$ cat src/rtl/instr_fetch.sv
// IF stage of the 5-stage MIPS pipeline: owns the PC, addresses IMEM combinationally and
// loads the returned word into the IF/ID register under stall, flush and redirect control.
module instr_fetch #(
   parameter int          ADDR_W   = 7,
   parameter logic [31:0] RESET_PC = 32'h0000_0000,
   parameter logic [31:0] NOP      = 32'h0000_0000
) (
   input  logic              i_clk,
   input  logic              i_rst_n,
   input  logic              i_stall,
   input  logic              i_flush,
   input  logic [1:0]        i_pc_src,
   input  logic [31:0]       i_branch_target,
   input  logic [25:0]       i_jump_index,
   output logic [ADDR_W-1:0] o_imem_addr,
   input  logic [31:0]       i_imem_data,
   output logic [31:0]       o_ifid_instr,
   output logic [31:0]       o_ifid_pc4,
   output logic              o_ifid_valid,
   output logic [31:0]       o_fetch_cnt
);

   logic [31:0] r_pc;
   logic [31:0] r_ifid_instr;
   logic [31:0] r_ifid_pc4;
   logic        r_ifid_valid;
   logic [31:0] r_fetch_cnt;

   logic [31:0] w_pc4;
   logic [31:0] w_jump_target;
   logic [31:0] w_pc_next;
   logic        w_load;

   assign w_pc4         = r_pc + 32'd4;
   assign w_jump_target = {w_pc4[31:28], i_jump_index, 2'b00};
   assign w_load        = (!i_flush) && (!i_stall);

   // Next-PC select: a redirect overrides stall; pc_src 11 behaves as sequential.
   always_comb begin
      w_pc_next = w_pc4;
      case (i_pc_src)
         2'b01: w_pc_next = {i_branch_target[31:2], 2'b00};
         2'b10: w_pc_next = w_jump_target;
         default: begin
            if (i_stall) begin
               w_pc_next = r_pc;
            end else begin
               w_pc_next = w_pc4;
            end
         end
      endcase
   end

   // Program counter register.
   always_ff @(posedge i_clk or negedge i_rst_n) begin
      if (!i_rst_n) begin
         r_pc <= RESET_PC;
      end else begin
         r_pc <= w_pc_next;
      end
   end

   // IF/ID register: flush squashes, stall holds, otherwise capture the fetched word.
   always_ff @(posedge i_clk or negedge i_rst_n) begin
      if (!i_rst_n) begin
         r_ifid_instr <= NOP;
         r_ifid_pc4   <= 32'd0;
         r_ifid_valid <= 1'b0;
      end else if (i_flush) begin
         r_ifid_instr <= NOP;
         r_ifid_pc4   <= 32'd0;
         r_ifid_valid <= 1'b0;
      end else if (i_stall) begin
         r_ifid_instr <= r_ifid_instr;
         r_ifid_pc4   <= r_ifid_pc4;
         r_ifid_valid <= r_ifid_valid;
      end else begin
         r_ifid_instr <= i_imem_data;
         r_ifid_pc4   <= w_pc4;
         r_ifid_valid <= 1'b1;
      end
   end

   // Saturating count of real instructions loaded into IF/ID.
   always_ff @(posedge i_clk or negedge i_rst_n) begin
      if (!i_rst_n) begin
         r_fetch_cnt <= 32'd0;
      end else if (w_load && (r_fetch_cnt != 32'hFFFF_FFFF)) begin
         r_fetch_cnt <= r_fetch_cnt + 32'd1;
      end else begin
         r_fetch_cnt <= r_fetch_cnt;
      end
   end

   assign o_imem_addr  = r_pc[ADDR_W-1:0];
   assign o_ifid_instr = r_ifid_instr;
   assign o_ifid_pc4   = r_ifid_pc4;
   assign o_ifid_valid = r_ifid_valid;
   assign o_fetch_cnt  = r_fetch_cnt;

endmodule

$ cat config.mk
export PLATFORM = sky130hd
export DESIGN_NAME = instr_fetch
export DESIGN_NICKNAME = d
export VERILOG_FILES = /design/src/rtl/instr_fetch.sv
export SDC_FILE = /design/constraint.sdc
export NUM_CORES = 1
export LEC_CHECK = 0
export BUFFER_PORTS_ARGS = -buffer_cell sky130_fd_sc_hd__buf_2
export CORE_MARGIN = 2
export CORE_UTILIZATION = 25
export CTS_CLUSTER_DIAMETER = 40
export CTS_CLUSTER_SIZE = 12
export DETAILED_ROUTE_END_ITERATION = 8
export GPL_TIMING_DRIVEN = 0
export SYNTH_ARGS = -nofsm -noshare
export SYNTH_HDL_FRONTEND = slang
export SYNTH_SLANG_ARGS = --single-unit
export TNS_END_PERCENT = 10
$ cat constraint.sdc
create_clock -name i_clk -period 2.3 [get_ports i_clk]
set_clock_uncertainty 0.2 [all_clocks]
set_input_delay 0.345 -clock i_clk [delete_from_list [all_inputs] [get_ports i_clk]]
set_output_delay 0.345 -clock i_clk [all_outputs]
set_load 0.005 [all_outputs]
==> key figures <==
CTS
  • Max clock buf depth: 2
  • Clk_lat worst skew: between 0.4 and 0.5 ns
  • CTS clk-pin slew, worst paths: roughly 0.060 ns
  • CTS Sinks: around 130
  • Clock buffer count from CTS: 17
  • CTS tree: done
  • H-tree depth: 4
  • Root Buffer: clkbuf_16

Place
  • Placed insts: 1175
  • Area after DPL: 7888 um^2
  • IO buf count: between 150 and 200
  • RePlAce Congestion: between 0.8 and 0.9
  • Detailed Place HPWL: between 15 and 20 mm

GRT
  • Vias in the first global route: about 5900
  • Global route total overflow: 0
  • Initial antenna violation count: 0
  • First-pass GRT wire length: around 33 mm
  • Largest net degree at the start of global routing: between 90 and 100
  • Total GRT Usage: 0.1584

Logic synthesis
  • Cells after Synth: roughly 650
  • Yosys warns: 0
  • Synth Area per Inst: 9.963 um^2
  • Seq/Total Area, Yosys: 0.4876
  • Largest area contributor in the netlist: dfrtp_1
  • Top cells by area, synth: dfrtp_1 49%, mux2i_1 7.0%, nor2_1 4.3%
  • Area fraction of the dominant cell type after synthesis: 0.4876
  • Most instantiated library cell after synthesis: dfrtp_1
  • Mapped Area: approximately 6500 um^2
  • Most frequently used flop master after synthesis: dfrtp_1
  • Asr flop ratio synth: 1.000
  • Netlist cell types: 48
  • EDFF count, synth: 0
  • Seq cells post-synth: roughly 130
  • Most frequent cells after synthesis: 126 x dfrtp_1, 74 x nor2_1, 45 x mux2i_1

Power and ir drop
  • Power after layout: approximately 7.0 mW
  • Max VDD drop: approximately 0.00038 V
  • Leakage: 4.443 nW
  • Pwr/cell area: approximately 750 nW/um^2

Worst hold path
  • HP Class: input port to flop

Final layout
  • Final instance area: 9428 um^2
  • Final Non-Filler Cells: between 1000 and 1500
  • Area grow syn2layout: 45.80%
  • Antenna diodes: 0
  • Core Util, Final: 0.3733
  • Final nets: between 1000 and 1500
  • Share of post-route cells with drive strength above 1: 0.2917

STA
  • Final min period: around 2.2 ns
  • Setup violators final: 0
  • Max Freq: around 450 MHz
  • Slew @ Worst Pin: around 0.86 ns
  • Slew margin rel.: 0.4295
  • Final cycle utilization of the critical path: 0.9590
  • Endpoints failing hold: 0
  • Slew Viols, Final: 0
  • RSZ-0062 raised after global routing: yes

Worst setup path
  • CP Launch Type: flop
  • CP required: ~2.4 ns
  • Crit. End Element: flop
  • Crit-path max cell delay: between 0.4 and 0.5 ns
  • Crit path max-delay family: compound AO/OA/AOI/OAI gates
  • Critical path type: flop to flop
  • Crit path buffers/inverters: 1
  • CP max-delay cell: dfrtp_2
  • Crit path cell chain: and4_2, nand4_1, clkbuf_4, o31a_1, o21ai_0, a21oi_1
  • Crit path DAT: around 2.3 ns
  • Crit path max fanout: 10

Drt
  • TritonRoute pass-1 iters: 6
  • Total wire length: 21.21 mm
  • Drt via density: between 4 and 5
  • # DRC: 0
  • 1st-iter DRT viols: between 400 and 500
  • Drt wl/cell: roughly 17 um
  • Via count: approximately 6000
  • DRT antenna net count: 0

Floorplan
  • Die Y: 164.8 um
  • Die W: between 150 and 200 um
  • Starting Density: 0.2560
  • IO Pins: 200
  • Core Area: about 25000 um^2
  • Die area: 27170 um^2
  • Std-Cell Rows: 58

Outcome
  • Outcome: completed

Flow run
  • Max Cap Viol: 0
registers in the layout (all words and copies together) (netlist names):
name          flops
o_fetch_cnt      32
o_ifid_instr     32
r_pc             30
o_ifid_pc4       31
o_ifid_valid      1
cell usage in the layout (no fill, tap or decap), drive strengths merged, types with 4 or more instances in the layout:
cell type      n
buf          217
dlygate4sd3   80
clkbuf        49
inv           13
dfrtp        126
nand2         42
nor4b          6
a222oi        23
xor2          29
nor3          21
clkinv         4
o31a           6
nor2          74
nand3         19
and3          13
bufinv         4
nor2b          5
mux2i         45
a21oi         18
and4          10
xnor2         23
o21ai         38
a211oi        14
nor4          16
nand4         17
ha             4
routing by layer:
layer  vias up  wire length (um)  global-route usage
li1       2956                 -                   -
met2       214              9890              0.2548
met1      2941              9836              0.2202
met5         -                 0                   0
met4         0               214             0.04032
met3        12              1270             0.02788
stage by stage:
stage,setup WS [ns],setup TNS (ns),hold slack [ns]
after floorplan,-0.08640,-0.2461,-0.1506
after global placement,-1.102,-171.67,0.2629
after detailed placement,-0.8220,-35.25,0.05712
after CTS,-0.01050,-0.01050,0.002491
after global routing,-0.01752,-0.04857,0.02443
final,0.09425,0,0.01841
final cells by class:
class                   count  area [um^2]
plain buffers              49        249.0
clock buffers              18        429.2
clock inverters            14        205.2
fillers                  2562        15830
inverters                   9        33.78
multi-input cells         458         3094
flip-flops and latches    126         3168
well taps                 330        412.9
repair buffers            279         1836
worst register-to-register path: stages (launching register included):
cell and delay, ns:
dfrtp_2 0.43, and4_2 0.31, nand4_1 0.23, clkbuf_4 0.27, o31a_1 0.32, o21ai_0 0.22
a21oi_1 0.10
kinds of logic after synthesis:
logic type / synth area share
AND/OR/NAND/NOR: 0.1867
AO/OA/AOI/OAI: 0.1302
flip-flops: 0.4876
buffers and inverters: 0.04528
adder cells (fa/ha/maj): 0.007740
other: 0.0005799
multiplexers: 0.07140
XOR/XNOR: 0.07043
power by group:
part	switching (mW)	total, mW	internal [mW]
sequential	0.337	2.82	2.49
combinational	0.658	1.30	0.646
clock	1.08	2.91	1.84
what timing repair did:
item                                    CTS  global route
setup buffers                             2             2
resized for setup                        19            26
endpoints found under the setup margin   64            66
hold buffers                             80             0
pin swaps                                 1             4
endpoints found under the hold margin    91             0
path summary, 6_finish.rpt:
check / slack (ns) / startpoint / cells after the start / to
hold reg to reg: 0.29 / o_fetch_cnt[11] / 1 / o_fetch_cnt[11]
hold / removal: 0.02 / i_imem_data[13] / 3 / o_ifid_instr[13]
min in group asynchronous: 0.19 / i_rst_n / 2 / o_fetch_cnt[20]
setup reg to reg: 0.09 / r_pc[11] / 6 / o_ifid_pc4[25]
max in group asynchronous: 0.88 / i_rst_n / 3 / r_pc[5]
setup / recovery: 0.09 / r_pc[11] / 6 / o_ifid_pc4[25]
No activity file was read; power rests on OpenSTA's default activity.
